$ cat src/rtl/regfile_writeback_queue_pkg.sv
// Shared types and constants for the register-file writeback queue.
// The zero register is hardwired, so writes to it are dropped before the FIFO.
package regfile_writeback_queue_pkg;

    localparam int DEFAULT_WIDTH  = 64;
    localparam int DEFAULT_ADDR_W = 5;

    localparam logic [DEFAULT_ADDR_W-1:0] ZERO_REG = 5'd31;

    typedef struct packed {
        logic [DEFAULT_ADDR_W-1:0] address;
        logic [DEFAULT_WIDTH-1:0]  data;
    } wb_entry_t;

endpackage

$ cat src/rtl/regfile_writeback_queue_if.sv
// Producer handshakes, register-file write port and status of the writeback queue.
// master = producers/consumer side, slave = the queue itself.
interface regfile_writeback_queue_if
    import regfile_writeback_queue_pkg::*;
#(
    parameter int DEPTH  = 4,
    parameter int WIDTH  = DEFAULT_WIDTH,
    parameter int ADDR_W = DEFAULT_ADDR_W
);
    localparam int CNT_W = $clog2(DEPTH) + 1;

    logic              alu_valid;
    logic              alu_ready;
    logic [ADDR_W-1:0] alu_address;
    logic [WIDTH-1:0]  alu_data;

    logic              mem_valid;
    logic              mem_ready;
    logic [ADDR_W-1:0] mem_address;
    logic [WIDTH-1:0]  mem_data;

    logic [WIDTH-1:0]  rf_data;
    logic [ADDR_W-1:0] rf_address;
    logic              rf_write;

    logic [31:0]       pending;
    logic [CNT_W-1:0]  count;
    logic              empty;
    logic              full;

    modport master (
        output alu_valid, alu_address, alu_data,
        output mem_valid, mem_address, mem_data,
        input  alu_ready, mem_ready,
        input  rf_data, rf_address, rf_write,
        input  pending, count, empty, full
    );

    modport slave (
        input  alu_valid, alu_address, alu_data,
        input  mem_valid, mem_address, mem_data,
        output alu_ready, mem_ready,
        output rf_data, rf_address, rf_write,
        output pending, count, empty, full
    );

endinterface

$ cat src/rtl/regfile_writeback_queue_writeback_fifo.sv
// In-order FIFO with two pushes (push0 lands before push1) and one pop per cycle.
// Exposes per-slot valid bits and destination addresses for the pending mask.
module writeback_fifo
    import regfile_writeback_queue_pkg::*;
#(
    parameter int  DEPTH   = 4,
    parameter int  ADDR_W  = DEFAULT_ADDR_W,
    parameter type entry_t = wb_entry_t
) (
    input  logic                   clock,
    input  logic                   reset,
    input  logic                   push0,
    input  entry_t                 push0_entry,
    input  logic                   push1,
    input  entry_t                 push1_entry,
    input  logic                   pop,
    output entry_t                 head,
    output logic [$clog2(DEPTH):0] count,
    output logic [ADDR_W-1:0]      entry_address [DEPTH],
    output logic [DEPTH-1:0]       entry_valid
);
    localparam int PTR_W = $clog2(DEPTH);
    localparam int CNT_W = PTR_W + 1;

    entry_t           slots [DEPTH];
    logic [DEPTH-1:0] vld_q;
    logic [PTR_W-1:0] rd_ptr;
    logic [PTR_W-1:0] wr_ptr;
    logic [PTR_W-1:0] slot1;
    logic [CNT_W-1:0] cnt_q;

    // push1 alone still goes to wr_ptr so the FIFO never leaves a hole
    assign slot1 = push0 ? wr_ptr + PTR_W'(1) : wr_ptr;

    always_ff @(posedge clock) begin
        if (push0) slots[wr_ptr] <= push0_entry;
        if (push1) slots[slot1]  <= push1_entry;
    end

    // A slot freed by pop may be refilled on the same edge; the later set wins.
    always_ff @(posedge clock) begin
        if (reset) begin
            rd_ptr <= '0;
            wr_ptr <= '0;
            cnt_q  <= '0;
            vld_q  <= '0;
        end else begin
            if (pop) begin
                vld_q[rd_ptr] <= 1'b0;
                rd_ptr        <= rd_ptr + PTR_W'(1);
            end
            if (push0) vld_q[wr_ptr] <= 1'b1;
            if (push1) vld_q[slot1]  <= 1'b1;
            wr_ptr <= wr_ptr + PTR_W'(push0) + PTR_W'(push1);
            cnt_q  <= cnt_q + CNT_W'(push0) + CNT_W'(push1) - CNT_W'(pop);
        end
    end

    for (genvar i = 0; i < DEPTH; i++) begin : g_addr
        assign entry_address[i] = slots[i].address;
    end

    assign head        = slots[rd_ptr];
    assign count       = cnt_q;
    assign entry_valid = vld_q;

endmodule

$ cat src/rtl/regfile_writeback_queue.sv
// Writeback front end: filters zero-register writes, arbitrates mem (older) ahead of
// ALU into the FIFO, drains one register write per cycle and publishes the pending mask.
module regfile_writeback_queue
    import regfile_writeback_queue_pkg::*;
#(
    parameter int DEPTH  = 4,
    parameter int WIDTH  = DEFAULT_WIDTH,
    parameter int ADDR_W = DEFAULT_ADDR_W
) (
    input logic                     clock,
    input logic                     reset,
    regfile_writeback_queue_if.slave wb
);
    localparam int CNT_W = $clog2(DEPTH) + 1;

    typedef struct packed {
        logic [ADDR_W-1:0] address;
        logic [WIDTH-1:0]  data;
    } entry_t;

    entry_t            alu_entry;
    entry_t            mem_entry;
    entry_t            push0_entry;
    entry_t            head;
    logic [ADDR_W-1:0] entry_address [DEPTH];
    logic [DEPTH-1:0]  entry_valid;
    logic [CNT_W-1:0]  fifo_count;
    logic [CNT_W-1:0]  visible_count;
    logic [CNT_W-1:0]  free;
    logic              alu_zero, mem_zero;
    logic              alu_real, mem_real;
    logic              alu_push, mem_push;
    logic              push0, push1, pop;
    logic [31:0]       pending_c;

    assign alu_entry = '{address: wb.alu_address, data: wb.alu_data};
    assign mem_entry = '{address: wb.mem_address, data: wb.mem_data};

    assign alu_zero = (wb.alu_address == ADDR_W'(ZERO_REG));
    assign mem_zero = (wb.mem_address == ADDR_W'(ZERO_REG));
    assign alu_real = wb.alu_valid && !alu_zero;
    assign mem_real = wb.mem_valid && !mem_zero;

    // The head leaves on the same edge new entries land, so its slot counts as free.
    assign free = CNT_W'(DEPTH) - fifo_count + CNT_W'(fifo_count != '0);

    assign wb.mem_ready = !reset && (mem_zero || free >= CNT_W'(1));
    assign wb.alu_ready = !reset && (alu_zero ||
                                     (mem_real ? free >= CNT_W'(2) : free >= CNT_W'(1)));

    assign mem_push    = mem_real && wb.mem_ready;
    assign alu_push    = alu_real && wb.alu_ready;
    assign push0       = mem_push || alu_push;
    assign push0_entry = mem_push ? mem_entry : alu_entry;
    assign push1       = mem_push && alu_push;

    assign pop = !reset && (fifo_count != '0);

    writeback_fifo #(
        .DEPTH  (DEPTH),
        .ADDR_W (ADDR_W),
        .entry_t(entry_t)
    ) u_fifo (
        .clock        (clock),
        .reset        (reset),
        .push0        (push0),
        .push0_entry  (push0_entry),
        .push1        (push1),
        .push1_entry  (alu_entry),
        .pop          (pop),
        .head         (head),
        .count        (fifo_count),
        .entry_address(entry_address),
        .entry_valid  (entry_valid)
    );

    always_comb begin
        pending_c = '0;
        for (int i = 0; i < DEPTH; i++) begin
            if (entry_valid[i]) pending_c[entry_address[i]] = 1'b1;
        end
        pending_c[31] = 1'b0;
        if (reset) pending_c = '0;
    end

    assign visible_count = reset ? '0 : fifo_count;

    assign wb.rf_write   = pop;
    assign wb.rf_address = pop ? head.address : '0;
    assign wb.rf_data    = pop ? head.data : '0;
    assign wb.pending    = pending_c;
    assign wb.count      = visible_count;
    assign wb.empty      = (visible_count == '0);
    assign wb.full       = (visible_count == CNT_W'(DEPTH));

endmodule
$ cat src/flat_wrapper.sv
// flat-port wrapper written by rule: the top's interface ports become plain ports
module regfile_writeback_queue_flat import regfile_writeback_queue_pkg::*;
#(
    parameter int DEPTH  = 4,
    parameter int WIDTH  = DEFAULT_WIDTH,
    parameter int ADDR_W = DEFAULT_ADDR_W
)
  (clock, reset, wb_alu_valid, wb_alu_address, wb_alu_data, wb_mem_valid, wb_mem_address, wb_mem_data, wb_alu_ready, wb_mem_ready, wb_rf_data, wb_rf_address, wb_rf_write, wb_pending, wb_count, wb_empty, wb_full);
  regfile_writeback_queue_if #(.DEPTH(DEPTH), .WIDTH(WIDTH), .ADDR_W(ADDR_W)) wb_i ();
  input logic clock;
  input logic reset;
  input wire logic [$bits(wb_i.alu_valid)-1:0] wb_alu_valid;
  input wire logic [$bits(wb_i.alu_address)-1:0] wb_alu_address;
  input wire logic [$bits(wb_i.alu_data)-1:0] wb_alu_data;
  input wire logic [$bits(wb_i.mem_valid)-1:0] wb_mem_valid;
  input wire logic [$bits(wb_i.mem_address)-1:0] wb_mem_address;
  input wire logic [$bits(wb_i.mem_data)-1:0] wb_mem_data;
  output wire logic [$bits(wb_i.alu_ready)-1:0] wb_alu_ready;
  output wire logic [$bits(wb_i.mem_ready)-1:0] wb_mem_ready;
  output wire logic [$bits(wb_i.rf_data)-1:0] wb_rf_data;
  output wire logic [$bits(wb_i.rf_address)-1:0] wb_rf_address;
  output wire logic [$bits(wb_i.rf_write)-1:0] wb_rf_write;
  output wire logic [$bits(wb_i.pending)-1:0] wb_pending;
  output wire logic [$bits(wb_i.count)-1:0] wb_count;
  output wire logic [$bits(wb_i.empty)-1:0] wb_empty;
  output wire logic [$bits(wb_i.full)-1:0] wb_full;
  assign wb_i.alu_valid = wb_alu_valid;
  assign wb_i.alu_address = wb_alu_address;
  assign wb_i.alu_data = wb_alu_data;
  assign wb_i.mem_valid = wb_mem_valid;
  assign wb_i.mem_address = wb_mem_address;
  assign wb_i.mem_data = wb_mem_data;
  assign wb_alu_ready = wb_i.alu_ready;
  assign wb_mem_ready = wb_i.mem_ready;
  assign wb_rf_data = wb_i.rf_data;
  assign wb_rf_address = wb_i.rf_address;
  assign wb_rf_write = wb_i.rf_write;
  assign wb_pending = wb_i.pending;
  assign wb_count = wb_i.count;
  assign wb_empty = wb_i.empty;
  assign wb_full = wb_i.full;
  regfile_writeback_queue #(.DEPTH(DEPTH), .WIDTH(WIDTH), .ADDR_W(ADDR_W)) u_core (.clock(clock), .reset(reset), .wb(wb_i));
endmodule
$ cat config.mk
export PLATFORM = sky130hd
export DESIGN_NAME = regfile_writeback_queue_flat
export DESIGN_NICKNAME = d
export VERILOG_FILES = /design/src/rtl/regfile_writeback_queue_pkg.sv /design/src/rtl/regfile_writeback_queue_if.sv /design/src/rtl/regfile_writeback_queue_writeback_fifo.sv /design/src/rtl/regfile_writeback_queue.sv /design/src/flat_wrapper.sv
export SDC_FILE = /design/constraint.sdc
export NUM_CORES = 1
export LEC_CHECK = 0
export CAP_MARGIN = 20
export CORE_UTILIZATION = 50
export DETAILED_ROUTE_END_ITERATION = 8
export GPL_TIMING_DRIVEN = 0
export PLACE_DENSITY_LB_ADDON = 0.25
export SYNTH_ARGS = -nofsm -noshare
export SYNTH_HDL_FRONTEND = slang
export SYNTH_HIERARCHICAL = 1
export SYNTH_SLANG_ARGS = --single-unit
$ cat constraint.sdc
create_clock -name clock -period 5.35 [get_ports clock]
set_clock_uncertainty 0.1 [all_clocks]
set_input_delay 1.605 -clock clock [delete_from_list [all_inputs] [get_ports clock]]
set_output_delay 1.605 -clock clock [all_outputs]
set_load 0.1 [all_outputs]
* After elaboration in Yosys (flattened, before gate mapping)
Memory sizes are Yosys's and may differ from the RTL's. A register that Yosys moved wholly into a read port is not among the register bits.
Index checks and enable logic that the tools add are counted.
** Storage, ports and cells
- Register bits after elaboration :: 11
- RAM bits :: 276
- Memories :: 1
- Bits of input ports :: 142
** Operators by class
- Reductions and logical operators :: 23
- Add/sub/neg operators :: 9
- Mux-type cells :: 36
- Magnitude comparators :: 16
- Bitwise gates (word level) :: 7
- Equality and inequality tests :: 3
** Memories
- u_core.u_fifo.slots :: depth 4, bits a word 69, rd ports 5, clocked after Yosys merged registers in 1, write ports 2, RTL line regfile_writeback_queue_writeback_fifo.sv:25 : entry_t slots [DEPTH];
** Operators with widths (count)
- $mux W31 :: 5
- $or A31 B31 Y31 :: 3
- $mux W69 :: 1
- $mux W64 :: 1
- $lt A5 B6 Y1 const B :: 4
- $demux W1 S5 :: 4
- $ge A5 B1 Y1 const B :: 4
- $mux W4 :: 5
- $logic_and A1 B1 Y1 :: 15
- $mux W1 :: 12
- $eq A5 B5 Y1 const B :: 2
- $add A3 B1 Y3 :: 3
- $lt A2 B3 Y1 const B :: 3
- $or A4 B4 Y4 :: 2
- $demux W1 S2 :: 3
- $ge A2 B1 Y1 const B :: 3
- $mux W2 :: 3
- $mux W5 :: 1
- $add A2 B1 Y2 :: 2
- $add A2 B1 Y2 const B :: 2
- $and A4 B4 Y4 :: 1
- $not A4 Y4 :: 1
- $eq A3 B3 Y1 const B :: 1
- $ge A3 B1 Y1 const B :: 1
- 8 further kinds :: 12

* Depth between registers and ports, before layout
Gate-level depths: netlist of run 1.
- Depth after elaboration :: 15
- Mapped depth :: 16
- Gate-level depth less buffers :: 15

* Modules after synthesis
The synthesis of run 1 kept the hierarchy.
** Modules (own cells, without submodules)
- writeback_fifo :: times used 1, sequential area each 8548.2 µm², area an instance 14136.1 µm², cells an instance 769
- regfile_writeback_queue :: times used 1, sequential area each 0.0 µm², area an instance 2617.5 µm², cells an instance 374

* Worst setup path after synthesis of run 1
No wires, ideal clock.
- Kind :: input -> output
- Start point :: in reset
- End point :: out wb_full
- Buffers on the path :: 0
- Data arrival time :: 5.274 ns
- Stages :: 2
- Setup slack :: -1.629 ns
- Cell sequence :: nor2b_1 > nor3b_1
** Between the ends
- Word-level cells in the longest chain between the ends :: 2
** Ends and longest elaborated chain
- from (decl) :: RTL line flat_wrapper.sv:11 : input logic reset;
- $mux W3 :: RTL line regfile_writeback_queue.sv:86 : assign visible_count = reset ? '0 : fifo_count;
- $eq A3 B3 Y1 :: RTL line regfile_writeback_queue.sv:94 : assign wb.full = (visible_count == CNT_W'(DEPTH));
- to (decl) :: RTL line flat_wrapper.sv:26 : output wire logic [$bits(wb_i.full)-1:0] wb_full;
No other way between the ends.

* Worst setup path in the final report of run 1
- Start point :: in reset
- End point :: out wb_rf_data[46]
** Between the ends
- Word-level cells in the longest chain between the ends :: 3
** Ends and longest elaborated chain
- $logic_not A1 Y1 :: RTL line regfile_writeback_queue.sv:57 : assign pop = !reset && (fifo_count != '0);
- $logic_and A1 B1 Y1 :: RTL line regfile_writeback_queue.sv:57
- $mux W64 :: RTL line regfile_writeback_queue.sv:90 : assign wb.rf_data = pop ? head.data : '0;
- to (decl) :: RTL line flat_wrapper.sv:20 : output wire logic [$bits(wb_i.rf_data)-1:0] wb_rf_data;
No other way between the ends.

==> results.sh, run 1 <==
export IMPL_status="finished clean"
export IMPL_cts_htree_levels=1
export IMPL_dieArea_um2=34200
export IMPL_arrival_ns=3.56
export IMPL_maxCapViolations=0
export IMPL_drt_wl_total_mm=45.0
export IMPL_period_needed_ns=5.26
export IMPL_synth_seq_cells=289
export IMPL_clockRootBuffer="clkbuf_16"
export IMPL_yosys_cell_count_top_type="mux2_2"
export IMPL_avgSynthCellArea_um2=14.7
export IMPL_dp_cells=1838
export IMPL_multiInputGateArea_um2=7630
export IMPL_clk_latency_ns=0.57
export IMPL_startpoint="reset"
export IMPL_yosysWarnings=6
export IMPL_finalSetupTns_ns=0
export IMPL_syn_num_nets=1300
export IMPL_vias=11203
export IMPL_synth_cells=1143
export IMPL_ant_nets=0
export IMPL_final_util=0.634
export IMPL_syn2layout_area_growth_pct=24.0
export IMPL_num_rows=66
export IMPL_drt_first_pass_iters=5
export IMPL_grt_total_usage=0.265
export IMPL_grt_pass1_wl_mm=67.8
export IMPL_fp_dieW_um=185
export IMPL_route_detailed_drc=0
export IMPL_drive_gt1_frac=0.449
export IMPL_cts_setup_buffers=0
export IMPL_ys_types=51
export IMPL_finalPower_mw=9.93
export IMPL_nNetsFinal=1585
export IMPL_regArea_um2=8550
export IMPL_netlist_area_um2=16800
export IMPL_port_buffers=249
export IMPL_yosysSeqAreaShare=0.510
export IMPL_hold_violations=0
export IMPL_p_per_area_nw_per_um2=478
export IMPL_synth_edf_count=276
export IMPL_initial_core_util=0.511
export IMPL_leakage_nw=7.17
export IMPL_rsz0062_at_grt="false"
export IMPL_layout_cells_non_filler=1897
export IMPL_maxSlewViolCount=0
export IMPL_rr_startpoint="u_core/u_fifo/count[1]"
export IMPL_place_hpwl_mm=30.5
export IMPL_antenna_found_initial=3
export IMPL_grt_max_degree=48
export IMPL_avgRoutedWirePerCell_um=23.7
export IMPL_viasPerCell=5.91
export IMPL_synth_area_top_cells="edfxtp_1 49%, mux2_2 22%, mux4_2 9.3%"
export IMPL_io_pins=251
export IMPL_ys_flop_type="edfxtp_1"
export IMPL_path_class="in2out"
export IMPL_setup_viol=0
export IMPL_cts_tree="yes"
export IMPL_overflow=0
export IMPL_gp_congestion=0.911
export IMPL_worstHoldStart="u_core/u_fifo/entry_valid[3]"
export IMPL_cts_made_buffers=30
export IMPL_yosysTopAreaCellShare=0.495
export IMPL_synthArstFlopShare=0
export IMPL_synth_common_cells="329 x mux2_2, 276 x edfxtp_1, 69 x and2_1, 69 x mux4_2, 40 x nor2_1"
export IMPL_crit_fanout=10
export IMPL_clkTransAtPathRegs_ns=0.06
export IMPL_die_h_um=185
export IMPL_max_slew_worst_pin_slew_ns=0.962
export IMPL_grt_pass1_vias=11218
export IMPL_peakVddDrop_uv=423
export IMPL_placeableCoreArea_um2=32800
export IMPL_clkSinkCount=289
export IMPL_required_ns=3.65
export IMPL_fillers=2545
export IMPL_setup_worst_path_start_class="primary input"
export IMPL_fmax_mhz=190
export IMPL_drt_iter0_markers=918
export IMPL_slew_headroom=0.357
export IMPL_finalCritPeriodShare=0.984
export IMPL_hp_class="reg2reg"
export IMPL_endpoint_kind="primary output"
export IMPL_clock_path_buffers=3
export IMPL_yosysTopAreaCell="edfxtp_1"
power breakdown:
part / leakage (nW) / internal [mW] / switching, mW
combinational: 4.01 / 1.52 / 2.96
sequential: 2.63 / 3.11 / 0.138
clock: 0.525 / 1.35 / 0.865
total: 7.17 / 5.98 / 3.96
kinds of logic after synthesis:
logic type	after synthesis	share of synthesized area
buffers and inverters	116	0.0385
xor gates and xnor gates	5	0.00261
muxes	415	0.327
DFF	289	0.510
and+or+nand+nor	206	0.0678
other	1	0.000224
AOI/OAI and AO/OA	96	0.0406
adders and majority gates	15	0.0125
per-layer routing:
| metal | wire length (µm) | up-vias | global-route usage |
|---|---|---|---|
| met3 | 2920 | 53 | 0.0354 |
| met5 | 0 | - | 0 |
| met2 | 22400 | 441 | 0.449 |
| li1 | - | 5048 | - |
| met4 | 776 | 0 | 0.0631 |
| met1 | 19000 | 5661 | 0.362 |
cell type report:
class,count,area share
Sequential cell,289,0.411
Multi-Input combinational cell,738,0.367
Timing Repair Buffer,253,0.112
Clock buffer,40,0.0408
Buffer,98,0.0285
Tap cell,442,0.0266
Clock inverter,16,0.0102
Inverter,18,0.00325
Antenna cell,3,0.000361
per-stage QoR:
| step | hold WS, ns | setup slack (ns) | cell area [µm²] |
|---|---|---|---|
| 2_1_floorplan | 0.416 | -0.136 | 16800 |
| 4_1_cts | 0.491 | -0.0853 | 20800 |
| 3_3_place_gp | 0.456 | -2.81 | 19800 |
| 6_report | 0.496 | 0.0857 | 20800 |
| 5_1_grt | 0.528 | 0.00361 | 20800 |
| 3_5_place_dp | 0.483 | -1.33 | 20000 |
layout by cell type (no fill, tap or decap), types with 5 or more instances in the layout:
cell / instances
a21oi_1: 30
a221oi_1: 7
a22oi_1: 32
a32oi_1: 6
and2_1: 69
buf_2: 85
buf_4: 30
buf_6: 6
bufinv_16: 5
clkbuf_1: 22
clkbuf_16: 30
clkbuf_2: 11
clkbuf_4: 16
clkbuf_8: 6
clkdlybuf4s15_2: 31
clkdlybuf4s50_1: 142
clkinv_2: 6
dfxtp_1: 13
dlygate4sd2_1: 5
edfxtp_1: 276
ha_1: 12
inv_1: 18
mux2_1: 6
mux2_2: 329
mux2_4: 10
mux4_2: 69
nand2_1: 25
nand2b_1: 14
nand4_1: 5
nand4b_1: 7
nor2_1: 39
nor2b_1: 9
nor3_1: 16
o22ai_1: 6
final timing paths:
kind / endpoint / slack, ns / depth (start not counted)
worst min-delay path: u_core/u_fifo/entry_valid[3] / 0.50 / 2
worst max register to register: u_core/u_fifo/slots[1][19] / 0.80 / 12
worst max-delay path: wb_rf_data[46] / 0.09 / 5
worst min register to register: u_core/u_fifo/entry_valid[3] / 0.50 / 2
registers in the layout, indices dropped and copies added, names as in the netlist, named ones only:
| register | count |
|---|---|
| u_core/u_fifo/count | 3 |
| u_core/u_fifo/slots | 276 |
| u_core/u_fifo/entry_valid | 4 |
| u_core/u_fifo/wr_ptr | 2 |
| u_core/u_fifo/rd_ptr | 2 |
critical path, cell delays in order:
cell and delay [ns]:
clkdlybuf4s50_1 0.57, nor2_4 0.34, clkbuf_2 0.39, and2_1 0.21
buf_2 0.43
what timing repair did:
| item | 4_1_cts | 5_1_grt |
|---|---|---|
| setup endpoints to repair | 107 | 118 |
| resized for setup | 429 | 51 |
| hold buffers | 0 | 0 |
Note: power is estimated with default switching activity, not from simulation.
==> inputs of run 2 (changes only) <==
--- a/config.mk
+++ b/config.mk
@@ -10,6 +10,7 @@
 export DETAILED_ROUTE_END_ITERATION = 8
 export GPL_TIMING_DRIVEN = 0
 export PLACE_DENSITY_LB_ADDON = 0.25
+export SKIP_CTS_REPAIR_TIMING = 1
 export SYNTH_ARGS = -nofsm -noshare
 export SYNTH_HDL_FRONTEND = slang
 export SYNTH_HIERARCHICAL = 1
==> run 2 against run 1 <==
Net effect: clock power about the same; largest power group unchanged; core utilization down 0.52 points; count of clock-buffer cells in the layout unchanged; setup slack worse by 0.022 ns; global-route usage about the same; register-to-register slack worse by 0.03 ns; critical endpoint is now wb_rf_data[49]; sequential cell count unchanged; final area down 0.82%; critical path type unchanged; first-iteration DRC count down 8.7%; cell count unchanged.
==> results.sh, run 2 (synthesized netlist as in run 1, its figures left out) <==
export IMPL_use_met3=0.0364
export IMPL_peakVddDrop_uv=423
export IMPL_grt_busiest_layer="met2"
export IMPL_required_ns=3.65
export IMPL_finalInstanceArea_um2=20600
export IMPL_clock_path_buffers=3
export IMPL_gp_congestion=0.911
export IMPL_dpl_cell_area_um2=20000
export IMPL_num_rows=66
export IMPL_place_ws_ns=-1.33
export IMPL_vias=11167
export IMPL_grt_pass1_wl_mm=67.8
export IMPL_worstHoldStart="u_core/u_fifo/entry_valid[3]"
export IMPL_die_h_um=185
export IMPL_max_slew_worst_pin_slew_ns=0.987
export IMPL_grt_pass1_vias=11212
export IMPL_leakage_nw=7.25
export IMPL_setup_ws_ns=0.0640
export IMPL_viasPerCell=5.89
export IMPL_timing_rr_end="u_core/u_fifo/slots[1][19]"
export IMPL_nNetsFinal=1585
export IMPL_hold_depth=2
export IMPL_maxCapViolations=0
export IMPL_cts_made_buffers=30
export IMPL_overflow=0
export IMPL_hold_path_end="u_core/u_fifo/entry_valid[3]"
export IMPL_drt_iter0_markers=838
export IMPL_place_hpwl_mm=30.5
export IMPL_syn2layout_area_growth_pct=23.0
export IMPL_rr_startpoint="u_core/u_fifo/count[1]"
export IMPL_met1_usage=0.361
export IMPL_cts_htree_levels=1
export IMPL_dieArea_um2=34200
export IMPL_ant_nets=0
export IMPL_regMostFlops="u_core/u_fifo/slots"
export IMPL_drive_gt1_frac=0.447
export IMPL_arrival_ns=3.58
export IMPL_maxSlewViolCount=0
export IMPL_reg2reg_slack_ns=0.77
export IMPL_grt_total_usage=0.265
export IMPL_final_util=0.629
export IMPL_crit_fanout=10
export IMPL_fmax_mhz=189
export IMPL_port_buffers=249
export IMPL_p_per_area_nw_per_um2=482
export IMPL_fp_dieW_um=185
export IMPL_rsz0062_at_grt="true"
export IMPL_drt_first_pass_iters=5
export IMPL_setup_worst_path_start_class="primary input"
export IMPL_path_class="in2out"
export IMPL_status="finished clean"
export IMPL_finalPower_mw=9.94
export IMPL_clkSinkCount=289
export IMPL_hp_class="reg2reg"
export IMPL_antenna_found_initial=3
export IMPL_cts_tree="yes"
export IMPL_startpoint="reset"
export IMPL_largest_register_ffs=276
export IMPL_grt_max_degree=48
export IMPL_setup_viol=0
export IMPL_initial_core_util=0.511
export IMPL_hold_violations=0
export IMPL_drt_wl_total_mm=45.1
export IMPL_finalCritPeriodShare=0.988
export IMPL_final_common_cell="mux2_2"
export IMPL_clockRootBuffer="clkbuf_16"
export IMPL_final_cell_mix="329 x mux2_2, 276 x edfxtp_1, 142 x clkdlybuf4s50_1, 81 x clkbuf_2"
export IMPL_placeableCoreArea_um2=32800
export IMPL_slew_headroom=0.341
export IMPL_route_detailed_drc=0
export IMPL_grtUsageMet2=0.449
export IMPL_period_needed_ns=5.29
export IMPL_io_pins=251
export IMPL_endpoint_kind="primary output"
export IMPL_reg2reg_depth=12
export IMPL_avgRoutedWirePerCell_um=23.8
export IMPL_clk_latency_ns=0.57
export IMPL_clkTransAtPathRegs_ns=0.06
## run 2: changes by cell type in the layout (fill, tap and decap cells not counted), sizes merged
cell	before	now
clkbuf	85	155
dlymetal6s2s	0	7
buf	127	87
clkdlybuf4s18	1	0
clkdlybuf4s15	31	0
dlygate4sd2	5	0
## run 2: layout make-up
cell class / instances / area [µm²]
fillers: 2550 / 12200
diodes: 3 / 7.51
inverters: 18 / 67.6
clock inverters: 16 / 211
repair buffers: 253 / 2150
plain buffers: 98 / 591
well taps: 442 / 553
multi-input cells: 738 / 7630
flip-flops and latches: 289 / 8550
clock buffers: 40 / 848
## run 2: how the worst max path moves through the flow
stage,endpoint,depth (start not counted),slack [ns]
floorplan,wb_full,2,-0.14
global placement,u_core/u_fifo/slots[2][12],7,-2.81
detailed placement,wb_rf_data[1],5,-1.33
CTS,wb_rf_data[1],5,-1.32
global route,wb_pending[28],5,-0.02
finish,wb_rf_data[49],5,0.06
## run 2: metrics by stage
step	instances	hold WS [ns]	TNS, ns
CTS	1894	0.491	-99.35
global placement	1834	0.456	-655.59
global route	1895	0.528	-0.145
detailed placement	1838	0.483	-146.01
finish	1897	0.497	0
floorplan	1143	0.416	-0.136
## run 2: where the power goes
part,switching (mW),internal (mW),total (mW)
combinational,2.96,1.52,4.48
sequential,0.139,3.11,3.25
clock,0.863,1.35,2.21
## run 2: per-layer routing
layer / part of all wire / up-vias
li1: - / 5047
met1: 0.42 / 5643
met2: 0.50 / 419
met3: 0.061 / 58
met4: 0.018 / 0
met5: 0 / -
## run 2: critical path, stage by stage
cell	delay, ns
clkdlybuf4s50_1	0.58
nor2_4	0.34
clkbuf_2	0.40
and2_1	0.20
clkbuf_2	0.45
==> inputs of run 3 (changes only) <==
--- a/config.mk
+++ b/config.mk
@@ -6,6 +6,7 @@
 export NUM_CORES = 1
 export LEC_CHECK = 0
 export CAP_MARGIN = 20
+export CORE_MARGIN = 3
 export CORE_UTILIZATION = 50
 export DETAILED_ROUTE_END_ITERATION = 8
 export GPL_TIMING_DRIVEN = 0
==> run 3 against run 2 <==
Net effect: setup slack lost 0.033 ns; count of clock-buffer cells in the layout decreased by 7; sequential share of layout area is 0.26 points higher; cell count down 0.11%; via count shrank 0.25%; hold slack improved by 0.0019 ns; routed wire length rose by 0.73%; die area up 4.4%; sequential power barely moved; core utilization shrank 0.40 points; largest cell class unchanged.
==> results.sh, run 3 (synthesized netlist as in run 1, its figures left out) <==
export IMPL_status="finished clean"
export IMPL_max_slew_worst_pin_slew_ns=0.991
export IMPL_crit_chain="clkdlybuf4s50_1 > nor2_4 > clkbuf_2 > and2_1 > buf_2"
export IMPL_clockRootBuffer="clkbuf_16"
export IMPL_fmax_mhz=188
export IMPL_grt_pass1_wl_mm=69.0
export IMPL_reg2reg_slack_ns=0.88
export IMPL_setup_worst_path_start_class="primary input"
export IMPL_num_rows=66
export IMPL_io_pins=251
export IMPL_drive_gt1_frac=0.444
export IMPL_required_ns=3.65
export IMPL_maxCapViolations=0
export IMPL_regMostFlops="u_core/u_fifo/slots"
export IMPL_nNetsFinal=1585
export IMPL_drt_iter0_markers=973
export IMPL_finalPower_mw=9.69
export IMPL_viasPerCell=5.88
export IMPL_die_h_um=189
export IMPL_syn2layout_area_growth_pct=22.2
export IMPL_route_detailed_drc=0
export IMPL_leakage_nw=7.19
export IMPL_p_int_mw=5.74
export IMPL_initial_core_util=0.511
export IMPL_fillers=2566
export IMPL_clock_path_buffers=3
export IMPL_clkSinkCount=289
export IMPL_cts_tree="yes"
export IMPL_critPathMaxStageDelay_ns=0.59
export IMPL_setup_viol=0
export IMPL_combPwrFrac=0.461
export IMPL_overflow=0
export IMPL_dieArea_um2=35700
export IMPL_p_seq_frac=0.335
export IMPL_holdWs_ns=0.499
export IMPL_clkPwrFrac=0.204
export IMPL_vias=11139
export IMPL_maxSlewViolCount=0
export IMPL_final_common_cell="mux2_2"
export IMPL_grt_pass1_vias=11679
export IMPL_slew_headroom=0.338
export IMPL_cts_made_buffers=30
export IMPL_hp_class="reg2reg"
export IMPL_endpoint_kind="primary output"
export IMPL_hold_violations=0
export IMPL_critical_path_top_delay_family="buffers and inverters"
export IMPL_gp_congestion=0.882
export IMPL_drt_wl_total_mm=45.4
export IMPL_port_buffers=249
export IMPL_critPathBufInv=3
export IMPL_drt_first_pass_iters=5
export IMPL_switching_share=0.407
export IMPL_place_hpwl_mm=30.9
export IMPL_placeableCoreArea_um2=32800
export IMPL_period_needed_ns=5.32
export IMPL_layout_cells_non_filler=1895
export IMPL_peakVddDrop_uv=317
export IMPL_finalCritPeriodShare=0.994
export IMPL_grt_total_usage=0.250
export IMPL_final_cell_mix="329 x mux2_2, 276 x edfxtp_1, 142 x clkdlybuf4s50_1, 74 x clkbuf_2"
export IMPL_antenna_found_initial=6
export IMPL_p_per_area_nw_per_um2=473
export IMPL_ant_nets=0
export IMPL_clk_latency_ns=0.56
export IMPL_crit_fanout=10
export IMPL_switchingPower_mw=3.95
export IMPL_dp_cells=1838
export IMPL_avgRoutedWirePerCell_um=24.0
export IMPL_path_class="in2out"
export IMPL_fp_dieW_um=189
export IMPL_arrival_ns=3.61
export IMPL_cts_htree_levels=1
export IMPL_finalSetupTns_ns=0
export IMPL_grt_max_degree=50
export IMPL_clkTransAtPathRegs_ns=0.06
export IMPL_largest_register_ffs=276
export IMPL_cp_slowest_cell="clkdlybuf4s50_1"
-- run 3: changes by cell type in the layout (fill, tap and decap cells not counted), moves of 3 or more --
cell       before  now
clkbuf_2       81   74
clkbuf_8        6    0
clkinv_1        4    9
clkbuf_4       15   19
bufinv_16       5    2
clkinv_2        6    9
-- run 3: area by class of cell --
type,count,area [µm²],area share
multi-input cells,738,7630,0.373
plain buffers,98,589,0.0288
repair buffers,253,2160,0.105
flip-flops and latches,289,8550,0.417
diodes,2,5.00,0.000244
well taps,442,553,0.0270
clock inverters,22,164,0.00800
clock buffers,33,762,0.0372
inverters,18,67.6,0.00330
-- run 3: path summary, 6_finish.rpt --
kind	start	to	cells past startpoint
worst max-delay path	reset	wb_rf_data[22]	5
worst min-delay path	u_core/u_fifo/rd_ptr[1]	flip-flop	2
worst min register to register	u_core/u_fifo/rd_ptr[1]	flip-flop	2
worst max register to register	u_core/u_fifo/count[1]	u_core/u_fifo/slots[0][12]	13
-- run 3: per-layer routing --
layer  part of all wire  up-vias  global-route usage
met5             0.0013        -                   0
met4              0.022       10              0.0599
met3              0.071       74              0.0489
met2               0.49      425               0.422
met1               0.41     5584               0.336
li1                   -     5046                   -
-- run 3: through the flow --
step / instance area, µm² / worst slack (ns) / utilization
5_1_grt: 20500 / -0.0173 / 0.624
6_report: 20500 / 0.0308 / 0.625
3_5_place_dp: 20000 / -1.34 / 0.609
3_3_place_gp: 19800 / -2.90 / 0.605
2_1_floorplan: 16800 / -0.136 / -
4_1_cts: 20900 / -1.37 / 0.637
-- run 3: tightest hold or removal path, cell delays in order (launching register included) --
cell and delay, ns:
dfxtp_1 0.34, mux2i_1 0.14, nor2_1 0.07
-- run 3: power groups by stage --
stage               Combinational [mW]  Clock (mW)  Sequential (mW)
global route                      4.72        2.10             3.28
floorplan                         3.44           0             3.26
detailed placement                4.62           0             3.29
global placement                  4.52           0             3.32
finish                            4.47        1.97             3.25
CTS                               4.64        2.01             3.25
